==> src/rtl/sha1_if.sv <==
// Handshake/bus bundle between a block producer and the SHA-1 compression core.
//   block_i/blockvalid_i/blockready_o : 512-bit message block handshake
//   init_i                            : start-new-message flag sampled with the block
//   digest_o/digestvalid_o/digestack_i: 160-bit digest and its acknowledge
//   busy_o                            : compression in progress
// The _i/_o suffixes are from the core's point of view.
interface sha1_if;
  logic [511:0] block_i;
  logic         blockvalid_i;
  logic         blockready_o;
  logic         init_i;
  logic [159:0] digest_o;
  logic         digestvalid_o;
  logic         digestack_i;
  logic         busy_o;

  modport master (
    output block_i, blockvalid_i, init_i, digestack_i,
    input  blockready_o, digest_o, digestvalid_o, busy_o
  );

  modport slave (
    input  block_i, blockvalid_i, init_i, digestack_i,
    output blockready_o, digest_o, digestvalid_o, busy_o
  );
endinterface

==> src/rtl/sha1_core.sv <==
// Iterative SHA-1 compression engine: one 512-bit block per handshake,
// 80 rounds at one round per clock, then the working variables are added
// into the chaining state H, which is presented as the digest until acked.
// Ports:
//   clk_i  : clock
//   rst_ni : asynchronous active-low reset
//   bus    : sha1_if.slave (block handshake, init flag, digest handshake, busy)
module sha1_core (
  input  logic   clk_i,
  input  logic   rst_ni,
  sha1_if.slave  bus
);

  localparam logic [159:0] IV = 160'h67452301_EFCDAB89_98BADCFE_10325476_C3D2E1F0;

  typedef enum logic [1:0] {IDLE, ROUND, UPDATE, DONE} state_e;

  state_e      state_q, state_d;
  logic [6:0]  t_q;
  logic [31:0] a_q, b_q, c_q, d_q, e_q;
  logic [31:0] h_q [5];
  logic [31:0] w_q [16];

  logic [3:0]  idx, i3, i8, i14;
  logic [31:0] w_new, w_t, temp;

  function automatic logic [31:0] rotl1(input logic [31:0] x);
    return {x[30:0], x[31]};
  endfunction

  function automatic logic [31:0] rotl5(input logic [31:0] x);
    return {x[26:0], x[31:27]};
  endfunction

  function automatic logic [31:0] rotl30(input logic [31:0] x);
    return {x[1:0], x[31:2]};
  endfunction

  function automatic logic [31:0] f_fn(input logic [6:0] t,
                                       input logic [31:0] b, c, d);
    if (t < 7'd20)      return (b & c) | (~b & d);
    else if (t < 7'd40) return b ^ c ^ d;
    else if (t < 7'd60) return (b & c) | (b & d) | (c & d);
    else                return b ^ c ^ d;
  endfunction

  function automatic logic [31:0] k_fn(input logic [6:0] t);
    if (t < 7'd20)      return 32'h5A827999;
    else if (t < 7'd40) return 32'h6ED9EBA1;
    else if (t < 7'd60) return 32'h8F1BBCDC;
    else                return 32'hCA62C1D6;
  endfunction

  // Circular schedule buffer: slot t mod 16 holds W[t-16] until overwritten.
  // W[t-3], W[t-8], W[t-14] live at slots idx+13, idx+8, idx+2 (mod 16).
  always_comb begin
    idx   = t_q[3:0];
    i3    = idx + 4'd13;
    i8    = idx + 4'd8;
    i14   = idx + 4'd2;
    w_new = rotl1(w_q[i3] ^ w_q[i8] ^ w_q[i14] ^ w_q[idx]);
    w_t   = (t_q < 7'd16) ? w_q[idx] : w_new;
    temp  = rotl5(a_q) + f_fn(t_q, b_q, c_q, d_q) + e_q + k_fn(t_q) + w_t;
  end

  always_comb begin
    state_d = state_q;
    case (state_q)
      IDLE:    if (bus.blockvalid_i)  state_d = ROUND;
      ROUND:   if (t_q == 7'd79)      state_d = UPDATE;
      UPDATE:                         state_d = DONE;
      DONE:    if (bus.digestack_i)   state_d = IDLE;
      default:                        state_d = IDLE;
    endcase
  end

  always_ff @(posedge clk_i or negedge rst_ni) begin
    if (!rst_ni) begin
      state_q <= IDLE;
      t_q     <= '0;
      a_q     <= '0;
      b_q     <= '0;
      c_q     <= '0;
      d_q     <= '0;
      e_q     <= '0;
      for (int i = 0; i < 16; i++) w_q[i] <= '0;
      for (int i = 0; i < 5; i++)  h_q[i] <= IV[159-32*i -: 32];
    end else begin
      state_q <= state_d;
      case (state_q)
        IDLE: if (bus.blockvalid_i) begin
          if (bus.init_i) begin
            for (int i = 0; i < 5; i++) h_q[i] <= IV[159-32*i -: 32];
            a_q <= IV[159:128];
            b_q <= IV[127:96];
            c_q <= IV[95:64];
            d_q <= IV[63:32];
            e_q <= IV[31:0];
          end else begin
            a_q <= h_q[0];
            b_q <= h_q[1];
            c_q <= h_q[2];
            d_q <= h_q[3];
            e_q <= h_q[4];
          end
          for (int i = 0; i < 16; i++) w_q[i] <= bus.block_i[511-32*i -: 32];
          t_q <= '0;
        end
        ROUND: begin
          a_q <= temp;
          b_q <= a_q;
          c_q <= rotl30(b_q);
          d_q <= c_q;
          e_q <= d_q;
          t_q <= t_q + 7'd1;
          if (t_q >= 7'd16) w_q[idx] <= w_new;
        end
        UPDATE: begin
          h_q[0] <= h_q[0] + a_q;
          h_q[1] <= h_q[1] + b_q;
          h_q[2] <= h_q[2] + c_q;
          h_q[3] <= h_q[3] + d_q;
          h_q[4] <= h_q[4] + e_q;
        end
        default: ;
      endcase
    end
  end

  assign bus.blockready_o  = (state_q == IDLE);
  assign bus.busy_o        = (state_q == ROUND) || (state_q == UPDATE);
  assign bus.digestvalid_o = (state_q == DONE);
  assign bus.digest_o      = {h_q[0], h_q[1], h_q[2], h_q[3], h_q[4]};

endmodule

==> src/flat_wrapper.sv <==
// flat-port wrapper written by rule: the top's interface ports become plain ports
module sha1_core_flat 
  (clk_i, rst_ni, bus_block_i, bus_blockvalid_i, bus_init_i, bus_digestack_i, bus_blockready_o, bus_digest_o, bus_digestvalid_o, bus_busy_o);
  sha1_if bus_i ();
  input  logic clk_i;
  input  logic rst_ni;
  input wire logic [$bits(bus_i.block_i)-1:0] bus_block_i;
  input wire logic [$bits(bus_i.blockvalid_i)-1:0] bus_blockvalid_i;
  input wire logic [$bits(bus_i.init_i)-1:0] bus_init_i;
  input wire logic [$bits(bus_i.digestack_i)-1:0] bus_digestack_i;
  output wire logic [$bits(bus_i.blockready_o)-1:0] bus_blockready_o;
  output wire logic [$bits(bus_i.digest_o)-1:0] bus_digest_o;
  output wire logic [$bits(bus_i.digestvalid_o)-1:0] bus_digestvalid_o;
  output wire logic [$bits(bus_i.busy_o)-1:0] bus_busy_o;
  assign bus_i.block_i = bus_block_i;
  assign bus_i.blockvalid_i = bus_blockvalid_i;
  assign bus_i.init_i = bus_init_i;
  assign bus_i.digestack_i = bus_digestack_i;
  assign bus_blockready_o = bus_i.blockready_o;
  assign bus_digest_o = bus_i.digest_o;
  assign bus_digestvalid_o = bus_i.digestvalid_o;
  assign bus_busy_o = bus_i.busy_o;
  sha1_core u_core (.clk_i(clk_i), .rst_ni(rst_ni), .bus(bus_i));
endmodule
==> config.mk <==
export PLATFORM = sky130hd
export DESIGN_NAME = sha1_core_flat
export DESIGN_NICKNAME = d
export VERILOG_FILES = /design/src/rtl/sha1_if.sv /design/src/rtl/sha1_core.sv /design/src/flat_wrapper.sv
export SDC_FILE = /design/constraint.sdc
export NUM_CORES = 2
export LEC_CHECK = 0
export ABC_CLOCK_PERIOD_IN_PS = 18600
export CAP_MARGIN = 30
export CORE_MARGIN = 2
export CORE_UTILIZATION = 55
export CTS_CLUSTER_SIZE = 10
export DETAILED_ROUTE_END_ITERATION = 12
export GPL_ROUTABILITY_DRIVEN = 0
export PLACE_DENSITY = 0.76
export SLEW_MARGIN = 5
export SYNTH_ARGS = -nofsm -noshare
export SYNTH_HDL_FRONTEND = slang
export SYNTH_SLANG_ARGS = --single-unit
==> constraint.sdc <==
create_clock -name clk_i -period 18.6 [get_ports clk_i]
set_clock_uncertainty 0.1 [all_clocks]
set_input_delay 5.58 -clock clk_i [delete_from_list [all_inputs] [get_ports clk_i]]
set_output_delay 5.58 -clock clk_i [all_outputs]
set_load 0.05 [all_outputs]
==> metrics.log <==
INFO  metric status = complete, no violations
INFO  metric timing.hold.worst.start = u_core.bus.digest_o[15]$_DFFE_PN1P_
INFO  metric layout_worst_path_cycle_share = 54.8%
INFO  metric timing.slew.headroom = 20.6%
INFO  metric rr_startpoint = u_core.t_q[0]$_DFFE_PN0P_
INFO  metric cts_setup_buffers = 0
INFO  metric htree_levels = 3
INFO  metric post_route_cells_drive_above_1_share = 14.4%
INFO  metric synthesis.area = 61,900 um^2
INFO  metric pin_count_of_the_biggest_net_entering_global_routing = 228
INFO  metric grt_pass1_wl = 393,000 um
INFO  metric grt.overflow.total = 0
INFO  metric via_count_of_the_first_global_routing_pass = 57,200
INFO  metric yosys.cell_count.top_type = nand2_1
INFO  metric dpl.cell_count = 7,913
INFO  metric report.final.hold_viol_count = 0
INFO  metric finalWirelength = 274,000 um
INFO  metric critPathCaptureType = flip-flop
INFO  metric criticalPathCategory = reg2reg
INFO  metric io_pins = 680
INFO  metric holdWs = 427 ps
INFO  metric initialDrtViolationCount = 9,133
INFO  metric netlist.area_leader.share = 30.8%
INFO  metric crit_path_top_delay_cell = dfrtp_4
INFO  metric synth_seq_cells = 841
INFO  metric maxSlewViolCount = 0
INFO  metric routed_wire_length_per_instance = 33.8 um
INFO  metric rrSetupSlack = 8410 ps
INFO  metric yosys-top-cells-count = 842 x nand2_1, 761 x dfrtp_1, 488 x a22oi_1
INFO  metric worst_slew_pin_slew = 1160 ps
INFO  metric nets = 7,397
INFO  metric ys.warnings.count = 0
INFO  metric max_freq = 98.1 MHz
INFO  metric most_used_flip_flop_cell_after_synthesis = dfrtp_1
INFO  metric synth_area_leader_cell = dfrtp_1
INFO  metric crit_path_max_incr_delay = 1010 ps
INFO  metric cts.repair.resized = 0
INFO  metric yosysSeqAreaShare = 34.2%
INFO  metric post-route-min-period = 10,190 ps
INFO  metric synthDistinctLibCells = 75
INFO  metric worstHoldPathType = reg2reg
INFO  metric drv_cap = 0
INFO  metric crit_required = 19,110 ps
INFO  metric synth.avg_cell_area = 10.1 um^2
INFO  metric grt_util_all_layers = 46.9%
INFO  metric cp_max_fo = 56
INFO  metric cts_tree = built
INFO  metric rows = 123
INFO  metric clock-sinks = 841
INFO  metric num_vias = 58,800
INFO  metric ant_nets = 0
INFO  metric per_cell_via_count_in_the_routed_design = 7.26
INFO  metric postSynthNetCount = 6,986
INFO  metric clk_root_buffer_cell = clkbuf_16
INFO  metric detail_route.first_pass.iterations = 9
INFO  metric initial_core_util = 55.2%
INFO  metric grt_antenna_before_repair = 18
INFO  metric final.fill_count = 8,754
INFO  metric setup_viol = 0
INFO  metric area_growth_syn_to_layout = 18.2%
INFO  metric remaining_drc_errors = 0
INFO  metric grt_setup_unrepaired = false
INFO  metric crit_path_start_kind = flip-flop
INFO  metric cp_num_buf_inv = 5
INFO  metric cp-startpoint = u_core.t_q[0]$_DFFE_PN0P_
INFO  metric critical_path_arrival = 10,700 ps
INFO  metric portBuffers = 679
INFO  metric dp_hpwl = 195,000 um
INFO  metric final-instance-count-excl-fill = 8,089
INFO  metric insertion_delay = 740 ps
INFO  metric tritoncts_buffer_count = 98
INFO  metric gate_count_post_synth = 6,116
INFO  metric cts-hold-fix-buffers = 0
INFO  metric post_synth_edffs = 0
INFO  metric ys_top_cells_by_area = dfrtp_1 31%, mux4_2 16%, a22oi_1 5.9%
INFO  metric core = 112,000 um^2
INFO  metric synthArstFlopShare = 100%
INFO  metric die-area = 115,000 um^2
INFO  metric final.setup.tns = 0 ps
INFO  metric worst_path_dominant_cell_family = compound AO/OA/AOI/OAI gates
INFO  metric cts.path.max_buffers = 3
INFO  metric clk_transition_reported_paths = 60 ps
INFO  metric die_y = 339 um
INFO  metric floorplan.die.width = 339 um
==> worst paths after layout <==
path | end | cells past startpoint
worst max-delay path | u_core.a_q[28]$_DFFE_PN0P_ | 26
min in group asynchronous | u_core.w_q[490]$_DFFE_PN0P_ | 1
max in group asynchronous | u_core.bus.digest_o[101]$_DFFE_PN0P_ | 5
worst min-delay path | u_core.bus.digest_o[15]$_DFFE_PN1P_ | 2
worst max register to register | u_core.a_q[28]$_DFFE_PN0P_ | 26
worst min register to register | u_core.bus.digest_o[15]$_DFFE_PN1P_ | 2
==> cell usage in the layout (no fill, tap or decap), types with 232 or more instances in the layout <==
master	n
a22oi_1	488
mux4_2	448
inv_1	232
nor2_1	284
o21ai_1	280
dfrtp_1	757
nand2_1	841
clkdlybuf4s50_1	678
a21oi_1	338
o21ai_0	416
==> metal layers <==
layer | part of all wire, % | wire length [um] | up-vias | GRT usage [%]
met1 | 28 | 77800 | 28100 | 47.7
li1 | - | - | 23600 | -
met2 | 44 | 120000 | 5245 | 72.4
met4 | 14 | 38100 | 24 | 47.2
met5 | 0.22 | 598 | - | 3.10
met3 | 13 | 36700 | 1774 | 17.8
==> cell type report <==
class	count	area, um^2	share of cell area [%]
sequential	841	21200	28.9
multi-input combinational	4555	38300	52.3
clock buffer	144	2760	3.77
antenna	8	20.0	0.0274
inverter	235	891	1.22
tap	1500	1880	2.57
clock inverter	10	141	0.193
timing repair buffer	796	8000	10.9
==> registers in the layout, indices dropped and copies added (netlist names) <==
name / cells
u_core.w_q: 512
u_core.bus.digest_o: 160
u_core.a_q: 32
u_core.b_q: 32
u_core.c_q: 32
u_core.d_q: 32
u_core.e_q: 32
u_core.t_q: 7
u_core.state_q: 2
==> worst register-to-register path: cells and delay by family (launching register included) <==
family,cells,cell delay (ps)
AOI/OAI and AO/OA,10,3090
xor gates and xnor gates,2,710
adders and majority gates,5,2560
buffers and inverters,5,1480
DFF,1,1010
muxes,2,960
and+or+nand+nor,2,160
==> per-stage QoR <==
step | worst slack (ps) | area (um^2) | utilization [%]
after floorplan | 10670 | 61900 | -
after global placement | 8990 | 69700 | 62.2
after detailed placement | 8780 | 69900 | 62.4
after CTS | 8690 | 72800 | 65.0
after global routing | 8090 | 73100 | 65.2
final | 8410 | 73100 | 65.3
==> cells by family (layout without fill, tap and decap cells) <==
group	Yosys count	after routing	synth area share (%)
multiplexers	543	543	17.9
XOR/XNOR	260	260	4.47
flip-flops	841	841	34.2
other	0	8	0
AO/OA/AOI/OAI	2041	2041	21.0
buffers and inverters	720	1185	4.76
AND/OR/NAND/NOR	1358	1358	9.02
adder cells (fa/ha/maj)	353	353	8.64
Power is left out: the tool's default activity adds up to more than one toggle a clock period on the data nets, which glitch-free logic cannot reach.
